==> src/rtl/hexdisp_pkg.sv <==
// Shared types and constants for the hex seven-segment display controller.
package hexdisp_pkg;

  typedef logic [6:0] seg7_t;

  localparam seg7_t SEG_BLANK = 7'b1111111;

  typedef enum logic {
    IDLE  = 1'b0,
    SWEEP = 1'b1
  } hexdisp_state_t;

endpackage

==> src/rtl/hex_display_ctrl_hex7seg.sv <==
// Combinational hex nibble to active-low seven-segment decoder (bit order gfedcba).
module hex7seg
  import hexdisp_pkg::*;
(
  input  logic [3:0] i_nib,
  output seg7_t      o_seg
);

  always_comb begin
    o_seg = SEG_BLANK;
    case (i_nib)
      4'h0: o_seg = 7'b1000000;
      4'h1: o_seg = 7'b1111001;
      4'h2: o_seg = 7'b0100100;
      4'h3: o_seg = 7'b0110000;
      4'h4: o_seg = 7'b0011001;
      4'h5: o_seg = 7'b0010010;
      4'h6: o_seg = 7'b0000010;
      4'h7: o_seg = 7'b1111000;
      4'h8: o_seg = 7'b0000000;
      4'h9: o_seg = 7'b0010000;
      4'hA: o_seg = 7'b0001000;
      4'hB: o_seg = 7'b0000011;
      4'hC: o_seg = 7'b0100111;
      4'hD: o_seg = 7'b0100001;
      4'hE: o_seg = 7'b0000110;
      4'hF: o_seg = 7'b0001110;
      default: o_seg = SEG_BLANK;
    endcase
  end

endmodule

==> src/rtl/hex_display_ctrl.sv <==
// Seven-segment display controller: latches a hex word, then sweeps digits MSB-first
// through one shared decoder. Optional display flashing under HEXDISP_BLINK_EN.
module hex_display_ctrl
  import hexdisp_pkg::*;
#(
  parameter int DIGITS    = 8,
  parameter int BLINK_DIV = 25_000_000
) (
  input  logic                  CLK,
  input  logic                  nRST,
  input  logic                  load,
  input  logic [4*DIGITS-1:0]   value,
  input  logic                  lz_blank,
  input  logic                  blink,
  output logic                  ready,
  output logic                  done,
  output logic [7*DIGITS-1:0]   seg
);

  localparam int IW = (DIGITS > 1) ? $clog2(DIGITS) : 1;
  localparam logic [IW-1:0] IDX_TOP = IW'(DIGITS - 1);

  hexdisp_state_t            r_state, w_state_nx;
  logic [DIGITS-1:0][3:0]    r_val;
  seg7_t [DIGITS-1:0]        r_seg;
  logic [IW-1:0]             r_idx;
  logic                      r_lz;
  logic                      r_seen_nz;
  logic                      r_done;

  logic                      w_accept;
  logic                      w_last;
  logic [3:0]                w_nib;
  seg7_t                     w_dec;
  logic                      w_blank;

  assign w_nib = r_val[r_idx];

  hex7seg u_dec (
    .i_nib (w_nib),
    .o_seg (w_dec)
  );

  // Leading zeros are blanked until the first nonzero nibble; digit 0 always shows.
  assign w_blank = r_lz && !r_seen_nz && (w_nib == 4'h0) && (r_idx != '0);

  always_comb begin
    w_state_nx = r_state;
    w_accept   = 1'b0;
    w_last     = 1'b0;
    case (r_state)
      IDLE: begin
        if (load) begin
          w_accept   = 1'b1;
          w_state_nx = SWEEP;
        end
      end
      SWEEP: begin
        if (r_idx == '0) begin
          w_last     = 1'b1;
          w_state_nx = IDLE;
        end
      end
      default: w_state_nx = IDLE;
    endcase
  end

  always_ff @(posedge CLK) begin
    if (!nRST) begin
      r_state   <= IDLE;
      r_val     <= '0;
      r_lz      <= 1'b0;
      r_idx     <= IDX_TOP;
      r_seen_nz <= 1'b0;
      r_seg     <= {DIGITS{SEG_BLANK}};
      r_done    <= 1'b0;
    end else begin
      r_state <= w_state_nx;
      r_done  <= w_last;
      if (w_accept) begin
        r_val     <= value;
        r_lz      <= lz_blank;
        r_idx     <= IDX_TOP;
        r_seen_nz <= 1'b0;
      end
      if (r_state == SWEEP) begin
        r_seg[r_idx] <= w_blank ? SEG_BLANK : w_dec;
        if (w_nib != 4'h0) r_seen_nz <= 1'b1;
        if (!w_last) r_idx <= r_idx - 1'b1;
      end
    end
  end

  assign ready = (r_state == IDLE);
  assign done  = r_done;

`ifdef HEXDISP_BLINK_EN
  localparam int CW = $clog2(BLINK_DIV);

  logic [CW-1:0] r_blk_cnt;
  logic          r_blk_on;

  // Free-running half-period counter; phase only gates the output, never r_seg.
  always_ff @(posedge CLK) begin
    if (!nRST) begin
      r_blk_cnt <= '0;
      r_blk_on  <= 1'b1;
    end else if (r_blk_cnt == CW'(BLINK_DIV - 1)) begin
      r_blk_cnt <= '0;
      r_blk_on  <= ~r_blk_on;
    end else begin
      r_blk_cnt <= r_blk_cnt + 1'b1;
    end
  end

  assign seg = (blink && !r_blk_on) ? {DIGITS{SEG_BLANK}} : r_seg;
`else
  logic w_unused_blink;
  assign w_unused_blink = blink & (BLINK_DIV > 1);
  assign seg = r_seg;
`endif

endmodule

==> config.mk <==
export PLATFORM = sky130hd
export DESIGN_NAME = hex_display_ctrl
export DESIGN_NICKNAME = d
export VERILOG_FILES = /design/src/rtl/hexdisp_pkg.sv /design/src/rtl/hex_display_ctrl_hex7seg.sv /design/src/rtl/hex_display_ctrl.sv
export SDC_FILE = /design/constraint.sdc
export NUM_CORES = 1
export LEC_CHECK = 0
export BUFFER_PORTS_ARGS = -buffer_cell sky130_fd_sc_hd__buf_2
export CAP_MARGIN = 20
export CORE_MARGIN = 5
export CORE_UTILIZATION = 45
export CTS_BUF_LIST = sky130_fd_sc_hd__clkbuf_8
export DETAILED_ROUTE_END_ITERATION = 10
export PLACE_DENSITY = 0.72
export SYNTH_ARGS = -nofsm -noshare
export SYNTH_HDL_FRONTEND = slang
export SYNTH_HIERARCHICAL = 1
export SYNTH_SLANG_ARGS = --single-unit
==> constraint.sdc <==
create_clock -name CLK -period 4.7 [get_ports CLK]
set_input_delay 0.705 -clock CLK [delete_from_list [all_inputs] [get_ports CLK]]
set_output_delay 0.705 -clock CLK [all_outputs]
set_load 0.005 [all_outputs]
======== Word level (Yosys, flattened, before mapping) ========
Memory sizes are Yosys's and may differ from the RTL's.
Cells that the tools add are included.
Widths: inputs -> output; s select.
operators by class
  add/subtract/negate cells ............... 1
  multipliers ............................. 0
  div/mod/pow operators ................... 0
  magnitude comparators ................... 2
  equal/unequal tests ..................... 0
  shifts and indexed selects .............. 0
  mux-type cells .......................... 18
  bitwise operators ....................... 1
  reduce and logical (&&, ||, !) cells .... 9
operators with widths
  operator             count
  $bwmux 56            1
  $demux 7 s3          1
  $mux 7               2
  $bmux 4 s3           1
  $mux 3               3
  $mux 1               8
  $logic_and 1x1->1    4
  $logic_not 4->1      1
  $lt 3x4->1 const B   1
  $mux 4               1
  $reduce_bool 4->1    1
  $ge 3x1->1 const B   1
  $logic_not 3->1      1
  $reduce_bool 3->1    1
  $sub 3x1->3 const B  1
  $pmux 1 s2           1
  $logic_not 1->1      1
  $not 1->1            1
storage, ports and cells
  register bits ........................... 95
  latch bits .............................. 0
  RAM bits ................................ 0
  bits in read-only memories .............. 112
  bits of input ports ..................... 37
  output and inout port bits .............. 58
  word-level logic and storage cells ...... 53
  memories kept ........................... 1
memories
  name             depth  bits a word  rd ports  clocked after memory_dff  write ports  RTL line                        source
  (no name shown)  16     7            1         0                         0            hex_display_ctrl_hex7seg.sv:11  case (i_nib)

======== Logic depth before layout (Yosys ltp) ========
Gate-level depths: netlist of the first run.
  depth after elaboration ................. 7
  mapped depth ............................ 13
  mapped depth without buffers ............ 10

======== Cells and area by module ========
Netlist of the first run, hierarchy kept.
modules (own cells, without submodules)
  module            times used  cells each  area an instance (µm²)  seq. area each (µm²)
  hex_display_ctrl  1           419         4131.5                  1901.8
  hex7seg           1           29          240.2                   0.0

======== Worst setup path after synthesis of the first run ========
OpenSTA, ideal clock, no wires.
  path kind ............................... flip-flop to flip-flop
  start point ............................. register r_idx[0]
  end point ............................... register r_seg, in the netlist seg[10]
  library setup time ...................... 0.138 ns
  arrival ................................. 2.728 ns
  required time ........................... 4.562 ns
  slack ................................... 1.834 ns
  cell stages (with the launch flop) ...... 12
  buffers on the path ..................... 3
  clock period less this slack ............ 2.866 ns
  path through ............................ dfxtp_1 > buf_6 > buf_2 > a2111oi_1 > nor3_1 > inv_1 > ha_1 > inv_1 > mux4_1 > nor2b_1 > buf_1 > a31oi_1
on the way
  elaborated cells on any way between the ends .. 14
  those cells by class .................... order compare (2); mux (6); reduce/logical (5); memory (1)
RTL lines
  item                            RTL line                source
  start: declaration              hex_display_ctrl.sv:26  logic [IW-1:0] r_idx;
  start signal: assignment        hex_display_ctrl.sv:89  if (!w_last) r_idx <= r_idx - 1'b1;
  $bmux 4 s3                      hex_display_ctrl.sv:37  assign w_nib = r_val[r_idx];
  $mux 4 (implied by the code)    hex_display_ctrl.sv:37
  via w_nib[1]                    hex_display_ctrl.sv:33  logic [3:0] w_nib;
  $mem_v2 16x7                    n/a
  via w_dec[3]                    hex_display_ctrl.sv:34  seg7_t w_dec;
  $mux 7                          hex_display_ctrl.sv:87  r_seg[r_idx] <= w_blank ? SEG_BLANK : w_dec;
  $bwmux 56                       hex_display_ctrl.sv:87
  end signal: assignment          hex_display_ctrl.sv:75  r_seg <= {DIGITS{SEG_BLANK}};
  end signal: indexed assignment  hex_display_ctrl.sv:87
  end: declaration                hex_display_ctrl.sv:25  seg7_t [DIGITS-1:0] r_seg;
The timed path passes the listed nets, and every way through them passes these cells. The select of a mux whose other input is x is not followed.
A chain may end at the register's enable or synchronous reset.

======== Final worst setup path of the first run ========
  start point ............................. register r_idx[0]
  end point ............................... register r_seg, in the netlist seg[0]
Same word-level chain as after synthesis.

==> metrics.cfg, run 1 <==
[clocking]
clk_pin_slew_ps=90
cts_tree=built
clockBufferDepth=2
clk_latency_ps=360
root_buffer=clkbuf_8
clock_sinks=95
postCtsSetupBuffers=0
cts_buffers=9
holdBufCountCts=0
cts_resized=0
cts_max_level=3

[sta]
worst_slew_pin_slew_ps=1050
clock_skew_ps=5.55
fin_setup_tns_ps=0
fin_crit_sh_pct=83.6
finalSetupViolCount=0
maxSlewViolCount=0
holdWs_ps=452
rsz0062_at_grt=no
hold_viol=0
max_freq_mhz=255
relSlewSlack_pct=29.4
fin_crit_ps=3930

[logic_synthesis]
ys_seq_area_share_pct=43.5
synth_top_area_share_pct=43.5
synth_cells=448
synth_cell_types=37
synth_area_sq_um=4370
async_flop_share_pct=0
syn_avg_cell_area_sq_um=9.76
synthTopCellsByArea=dfxtp_1, a31oi_2, nor3b_1
synth_edf_count=0
ys_seq_elements=95
synth.largest_area_cell=dfxtp_1
synthTopCellsByCount=dfxtp_1, nand2_1, nor3b_1, a31oi_2, a21boi_1
synthMostInstantiatedCell=dfxtp_1
yosysWarnings=6
synth_fp_nets=493
synth_ff_type=dfxtp_1

[place]
gp_congestion=0.768
dp.final_hpwl_mm=6.64
place_inst=636
port_buffers=93

[finish]
fin_nets=562
syn_to_final_growth_pct=15.9
drive_above_1_share_pct=34.0
final-seq-area_sq_um=1900
finalNonFillerCells=654
multi_input_area_sq_um=2230
antenna_cells=0
fillers=914

[route]
drt-vias-per-instance=5.14
antenna_left=0
vias=3359
routed_wl_mm=9.76
drt_iter0_markers=209
wl_per_cell_microns=14.9
dr.pass1.iters=4
drc=0

[job]
drv_cap=0

[worst_setup_path]
crit_fanout=20
endpoint_kind=flop
cp.required_ps=4900
cp.arrival_ps=4130
path_class=reg -> reg
critPathLaunchType=flop

[die]
die_x_microns=109
core-area_sq_um=9640
io_pins=95
fp.dieArea_sq_um=11800
fp.dieH_microns=109
row_count=36
initial_core_util_pct=45.4

[global_route]
grtUsageTotal_pct=16.6
grt_pass1_vias=3110
antenna_found_initial=0
grt_start_max_net_pins=57
globalRouteOverflowTotal=0
grt_pass1_wl_mm=15.5

[power]
power.leakage_nw=1.81
power_mw=1.54
ir_drop_mv=0.168
p_per_area_nw_per_um2=303

[outcome]
status=finished clean

[min_path]
hp-class=reg -> reg

-- cell usage in the layout, fill, tap and decap left out, types with 4 or more instances in the layout --
master	Yosys	final
a31oi_2	40	40
a31oi_1	17	17
buf_2	4	93
nand2_1	80	80
clkinv_2	0	4
inv_1	5	5
ha_1	8	8
o21ai_1	4	4
buf_4	1	8
inv_2	5	5
nor3b_1	56	56
dfxtp_1	95	95
clkbuf_8	0	9
nor2_1	11	10
nor3_2	0	4
nor2b_1	9	9
a21boi_1	33	33
mux4_2	7	7
-- logic make-up after synthesis --
kind of cell / count (synthesis) / share of synthesized area [%]
AOI/OAI and AO/OA: 106 / 22.0
adders and majority gates: 8 / 2.29
buffers and inverters: 55 / 5.95
DFF: 95 / 43.5
muxes: 15 / 5.92
and+or+nand+nor: 169 / 20.3
-- per-stage QoR --
stage	worst slack, ps	utilization [%]	area, sq um
4_1_cts	763	52.1	5020
3_3_place_gp	921	50.4	4860
2_1_floorplan	1830	-	4370
6_report	771	52.6	5070
3_5_place_dp	789	50.4	4860
5_1_grt	399	52.6	5070
-- report_power, final --
| part | internal [mW] | leakage, nW | switching, mW |
|---|---|---|---|
| clock network | 0.188 | 0.0890 | 0.277 |
| registers | 0.834 | 0.775 | 0.0215 |
| logic | 0.0900 | 0.944 | 0.125 |
-- flip-flops by register name (all words and copies together) (netlist names) --
name / count
done: 1
r_idx: 3
r_lz: 1
r_seen_nz: 1
r_state: 1
r_val: 32
seg: 56
-- area by class of cell --
cell class	instances	share of cell area (%)
clock buffers	9	2.44
flip-flops and latches	95	37.5
clock inverters	6	0.741
multi-input cells	298	44.0
repair buffers	103	11.2
inverters	10	0.741
well taps	133	3.28
-- routing by layer --
layer	share of wire, %	track usage (%)	up-vias
met3	4.6	3.82	13
met1	48	22.1	1563
met4	1.2	5.05	0
met2	47	26.7	63
li1	-	-	1720
met5	0	0	-
-- worst paths after layout --
| path | startpoint | endpoint | slack (ps) | depth (start not counted) |
|---|---|---|---|---|
| setup / recovery | r_idx[0] | seg[0] | 770 | 8 |
| setup reg to reg | r_idx[0] | seg[0] | 770 | 8 |
| hold / removal | r_val[17] | r_val[17] | 450 | 2 |
| hold reg to reg | r_val[17] | r_val[17] | 450 | 2 |
-- worst max-delay path, stage by stage, from the launching register on --
cell     delay [ps]
dfxtp_1         980
mux2_1          270
o22ai_1         100
nor3_1          590
inv_1           210
ha_1            280
mux4_2          460
nor2b_1         690
a31oi_1         190
(Power assumes the default switching activity.)
==> run 2: changes to the inputs <==
==> constraint.sdc (replaced) <==
create_clock -name CLK -period 3.9 [get_ports CLK]
set_input_delay 0.585 -clock CLK [delete_from_list [all_inputs] [get_ports CLK]]
set_output_delay 0.585 -clock CLK [all_outputs]
set_load 0.005 [all_outputs]
==> run 2 against run 1 <==
Count of clock-buffer cells in the layout did not move. Critical endpoint is now seg[14]. Clock power rose by 44%. Utilization rose by 0.80 points. Flip-flop and latch count did not move. Non-clock buffer count rose by 7. Largest cell class unchanged. Sequential power rose by 20%. Die area did not move. Worst hold slack got worse by 13 ps.
==> metrics.cfg, run 2 (same netlist as run 1, synthesis figures left out) <==
[outcome]
status=finished clean

[finish]
fillers=910  ; -0.44%
multi_input_area_sq_um=2230  ; unchanged
final_cell_mix=dfxtp_1, buf_2, nand2_1
largest_reg_flops=56  ; unchanged
antenna_cells=0  ; unchanged
final_common_cell=dfxtp_1
drive_above_1_share_pct=34.8  ; +0.81 points
final_util_pct=53.4  ; +0.80 points
fin_nets=569  ; +1.2%
syn_to_final_growth_pct=17.7
final-seq-area_sq_um=1900  ; unchanged

[route]
routed_wl_mm=9.81  ; +0.53%
drt-vias-per-instance=5.22  ; +1.6%
drc=0  ; unchanged
vias=3456  ; +2.9%
dr.pass1.iters=4  ; unchanged
antenna_left=0  ; unchanged
drt_iter0_markers=171  ; -18%
wl_per_cell_microns=14.8  ; -0.68%

[clocking]
root_buffer=clkbuf_8
cts_max_level=3  ; unchanged
cts_tree=built
holdBufCountCts=0  ; unchanged
cts_resized=0  ; unchanged
clockBufferDepth=2  ; unchanged
cts_buffers=9  ; unchanged
clk_pin_slew_ps=100  ; about the same
clock_sinks=95  ; unchanged
postCtsSetupBuffers=0  ; unchanged
clk_latency_ps=370  ; about the same

[global_route]
grt_pass1_wl_mm=15.4  ; -0.13%
globalRouteOverflowTotal=0  ; unchanged
grt_start_max_net_pins=57  ; unchanged
grt_pass1_vias=3173  ; +2.0%
grtUsageTotal_pct=16.7  ; +0.13 points
antenna_found_initial=0  ; unchanged

[worst_setup_path]
cp.required_ps=4120  ; -780 ps
cpPeakStageDelay_ps=770  ; -210 ps
path_cells=mux2_1 > o22ai_1 > nor3_1 > inv_1 > ha_1 > mux4_2 > nor2b_1 > buf_4 > a31oi_2
cp.arrival_ps=3670  ; -460 ps
crit_fanout=13  ; -35%
critPathSlowestCell=dfxtp_1
crit_family=simple AND/OR/NAND/NOR gates
critPathLaunchType=flop
reg2reg_from=r_idx[0]
path_class=reg -> reg
crit_buf_inv=2  ; +1
r2r_cells=9  ; +1
timing.rr.end=seg[14]
startpoint=r_idx[0]
crit_path_end=seg[14]
endpoint_kind=flop
cp.depth=9  ; +1
reg2reg_setup_slack_ps=450  ; -330 ps

[sta]
fin_crit_sh_pct=88.6  ; +5.0 points
rsz0062_at_grt=no
max_freq_mhz=290  ; +14%
holdWs_ps=439  ; -13.0 ps
fin_crit_ps=3450  ; -475 ps
worst_slew_pin_slew_ps=1010  ; -45.4 ps
clock_skew_ps=14.0  ; +8.49 ps
finalSetupViolCount=0  ; unchanged
relSlewSlack_pct=32.4  ; +3.0 points
maxSlewViolCount=0  ; unchanged
hold_viol=0  ; unchanged
fin_setup_tns_ps=0  ; unchanged

[die]
io_pins=95  ; unchanged
fp.dieH_microns=109  ; unchanged
die_x_microns=109  ; unchanged
initial_core_util_pct=45.4  ; unchanged
core-area_sq_um=9640  ; unchanged
row_count=36  ; unchanged
fp.dieArea_sq_um=11800  ; unchanged

[job]
drv_cap=0  ; unchanged

[min_path]
hp-class=in -> reg

[place]
dp.final_hpwl_mm=6.73  ; +1.3%
gp_congestion=0.780  ; +1.7%
port_buffers=93  ; unchanged

[power]
ir_drop_mv=0.220  ; +31%
p_per_area_nw_per_um2=382  ; +26%
power.leakage_nw=1.85  ; +2.5%

[run 2: cell types whose count changed in the layout (fill, tap and decap cells not counted)]
cell and change:
buf_6 +2, buf_16 -1, inv_1 +1, inv_8 +2, clkinv_2 -4, bufinv_16 +1
buf_8 -1, inv_6 -1, clkinv_4 +2, buf_4 +7
[run 2: routing by layer]
layer	global-route usage (%)	part of all wire (%)	up-vias
met5	0	0	-
met4	5.68	1.1	0
met3	3.34	4.7	8
met2	27.4	48	84
met1	21.9	46	1620
li1	-	-	1744
[run 2: layout make-up]
cell class,count,area share (%)
clock buffers,9,2.41
clock inverters,7,1.61
inverters,10,0.730
multi-input cells,298,43.4
flip-flops and latches,95,37.0
well taps,133,3.23
repair buffers,110,11.7
[run 2: power by group]
group	switching [mW]	total, mW	internal, mW
registers	0.0243	1.03	1.00
logic	0.153	0.266	0.113
clock network	0.365	0.671	0.307
[run 2: worst min path at each step]
| stage | start | endpoint | slack [ps] | depth (start not counted) |
|---|---|---|---|---|
| 6_report | value[28] | r_val[28] | 440 | 3 |
| 5_1_grt | value[27] | r_val[27] | 440 | 3 |
| 4_1_cts | value[28] | r_val[28] | 430 | 3 |
| 3_5_place_dp | r_val[18] | r_val[18] | 450 | 2 |
| 3_3_place_gp | r_val[26] | r_val[26] | 440 | 2 |
| 2_1_floorplan | r_val[1] | r_val[1] | 430 | 2 |
[run 2: metrics by stage]
step | cells | cell area [sq um] | setup slack (ps) | total power, mW
floorplan | 448 | 4370 | 1030 | 1.24
global placement | 643 | 4910 | 555 | 1.30
detailed placement | 643 | 4910 | 458 | 1.32
CTS | 659 | 5110 | 434 | 1.98
global route | 662 | 5140 | 142 | 2.05
finish | 662 | 5140 | 446 | 1.97
[run 2: tightest hold or removal path, stage by stage]
cell and delay [ps]:
buf_2 100, nand2_1 40, a21boi_1 50
==> run 3: changes to the inputs <==
--- a/config.mk
+++ b/config.mk
@@ -7,6 +7,7 @@
 export LEC_CHECK = 0
 export BUFFER_PORTS_ARGS = -buffer_cell sky130_fd_sc_hd__buf_2
 export CAP_MARGIN = 20
+export CORE_ASPECT_RATIO = 1.75
 export CORE_MARGIN = 5
 export CORE_UTILIZATION = 45
 export CTS_BUF_LIST = sky130_fd_sc_hd__clkbuf_8
==> run 3 against run 2 <==
Wire length down 0.47%. Flip-flop and latch count is the same. First-iteration DRC count down 23%. Maximum frequency up 11%. Critical path depth is 1 higher. Sequential share of layout area shrank 0.13 points. Clock power grew 0.7%. Via count barely moved. Combinational power is essentially flat. Highest routed layer unchanged.
==> metrics.cfg, run 3 (same netlist as run 1, synthesis figures left out) <==
[place]
gp_congestion=0.819  ; +4.9%
place_inst=632  ; -1.7%
dp.final_hpwl_mm=7.00  ; +4.0%
port_buffers=93  ; unchanged

[die]
fp.dieArea_sq_um=11900  ; +0.65%
fp.dieH_microns=140  ; +29%
core-area_sq_um=9470  ; -1.8%
die_x_microns=84.5  ; -22%
io_pins=95  ; unchanged
row_count=47  ; +31%
initial_core_util_pct=46.2  ; +0.82 points

[outcome]
status=finished clean

[worst_setup_path]
critPathSlowestCell=dfxtp_1
cp.arrival_ps=3330  ; -340 ps
critPathLaunchType=flop
path_cells=mux2_1 > o22ai_1 > nor3_1 > inv_1 > ha_1 > inv_1 > mux4_1 > nor2b_1 > buf_4 > a31oi_1
path_class=reg -> reg
crit_family=multiplexers
cpPeakStageDelay_ps=640  ; -130 ps
crit_buf_inv=3  ; +1
crit_fanout=11  ; -2
cpMostUsedCell=inv_1
cp.required_ps=4110  ; about the same
endpoint_kind=flop

[clocking]
postCtsSetupBuffers=0  ; unchanged
holdBufCountCts=0  ; unchanged
clockBufferDepth=2  ; unchanged
cts_tree=built
clk_pin_slew_ps=100  ; about the same
root_buffer=clkbuf_8
cts_max_level=3  ; unchanged
cts_resized=0  ; unchanged
cts_buffers=9  ; unchanged
clk_latency_ps=370  ; about the same
clock_sinks=95  ; unchanged

[finish]
final_cell_mix=dfxtp_1, buf_2, nand2_1
largest_reg_flops=56  ; unchanged
antenna_cells=0  ; unchanged
fin_nets=571  ; +0.35%
drive_above_1_share_pct=35.2  ; +0.43 points
syn_to_final_growth_pct=18.1
final_common_cell=dfxtp_1
finalNonFillerCells=653  ; -1.4%

[power]
ir_drop_mv=0.304  ; +38%
power.leakage_nw=1.86  ; +0.35%
p_per_area_nw_per_um2=382  ; -0.15%

[min_path]
hp-class=in -> reg

[sta]
rsz0062_at_grt=no
maxSlewViolCount=0  ; unchanged
max_freq_mhz=321  ; +11%
relSlewSlack_pct=30.2  ; -2.2 points
finalSetupViolCount=0  ; unchanged
clock_skew_ps=13.3  ; -0.739 ps
fin_crit_sh_pct=80.0  ; -8.6 points
fin_setup_tns_ps=0  ; unchanged
fin_crit_ps=3120  ; -335 ps
hold_viol=0  ; unchanged
worst_slew_pin_slew_ps=1040  ; +33.5 ps

[global_route]
grt_pass1_wl_mm=15.8  ; +2.4%
grt_pass1_vias=3257  ; +2.6%
globalRouteOverflowTotal=0  ; unchanged
grt_start_max_net_pins=77  ; +35%
grtUsageTotal_pct=16.4  ; -0.28 points
antenna_found_initial=0  ; unchanged

[route]
antenna_left=0  ; unchanged
vias=3459  ; +0.087%
routed_wl_mm=9.77  ; -0.47%
dr.pass1.iters=4  ; unchanged
wl_per_cell_microns=15.0  ; +0.90%
drc=0  ; unchanged
drt-vias-per-instance=5.30  ; +1.5%
drt_iter0_markers=132  ; -23%

[job]
drv_cap=0  ; unchanged

## run 3: tightest hold or removal path, cell delays in order
cell and delay [ps]:
buf_2 100, nand2_1 40, a21boi_1 40
## run 3: through the flow
step	worst slack, ps	total power, mW	cell area, sq um	hold WS [ps]	utilization (%)
global placement	851	1.31	4890	440	51.7
CTS	746	1.99	5110	425	54.0
floorplan	1030	1.24	4370	430	-
global route	483	2.07	5160	422	54.5
finish	781	1.97	5160	443	54.5
detailed placement	768	1.32	4890	443	51.7
## run 3: final timing paths
| kind | from | to | slack (ps) | cells past startpoint |
|---|---|---|---|---|
| worst min register to register | r_val[19] | r_val[19] | 450 | 2 |
| worst min-delay path | value[14] | r_val[14] | 440 | 3 |
| worst max-delay path | r_idx[0] | seg[10] | 780 | 10 |
| worst max register to register | r_idx[0] | seg[10] | 780 | 10 |
## run 3: report_power, final
group	internal, mW	leakage (nW)	switching, mW
combinational	0.113	0.982	0.153
sequential	1.00	0.775	0.0231
clock	0.311	0.102	0.365
## run 3: layer usage
metal / GRT usage [%] / part of all wire, % / vias up
li1: - / - / 1743
met1: 18.3 / 39 / 1609
met2: 29.7 / 53 / 93
met3: 4.70 / 6.2 / 14
met4: 5.25 / 1.6 / 0
met5: 0 / 0 / -
## run 3: cell type report
class,count,area [sq um]
fillers,879,4300
multi-input cells,298,2230
flip-flops and latches,95,1900
repair buffers,112,623
well taps,122,153
clock buffers,9,124
clock inverters,7,92.6
inverters,10,37.5
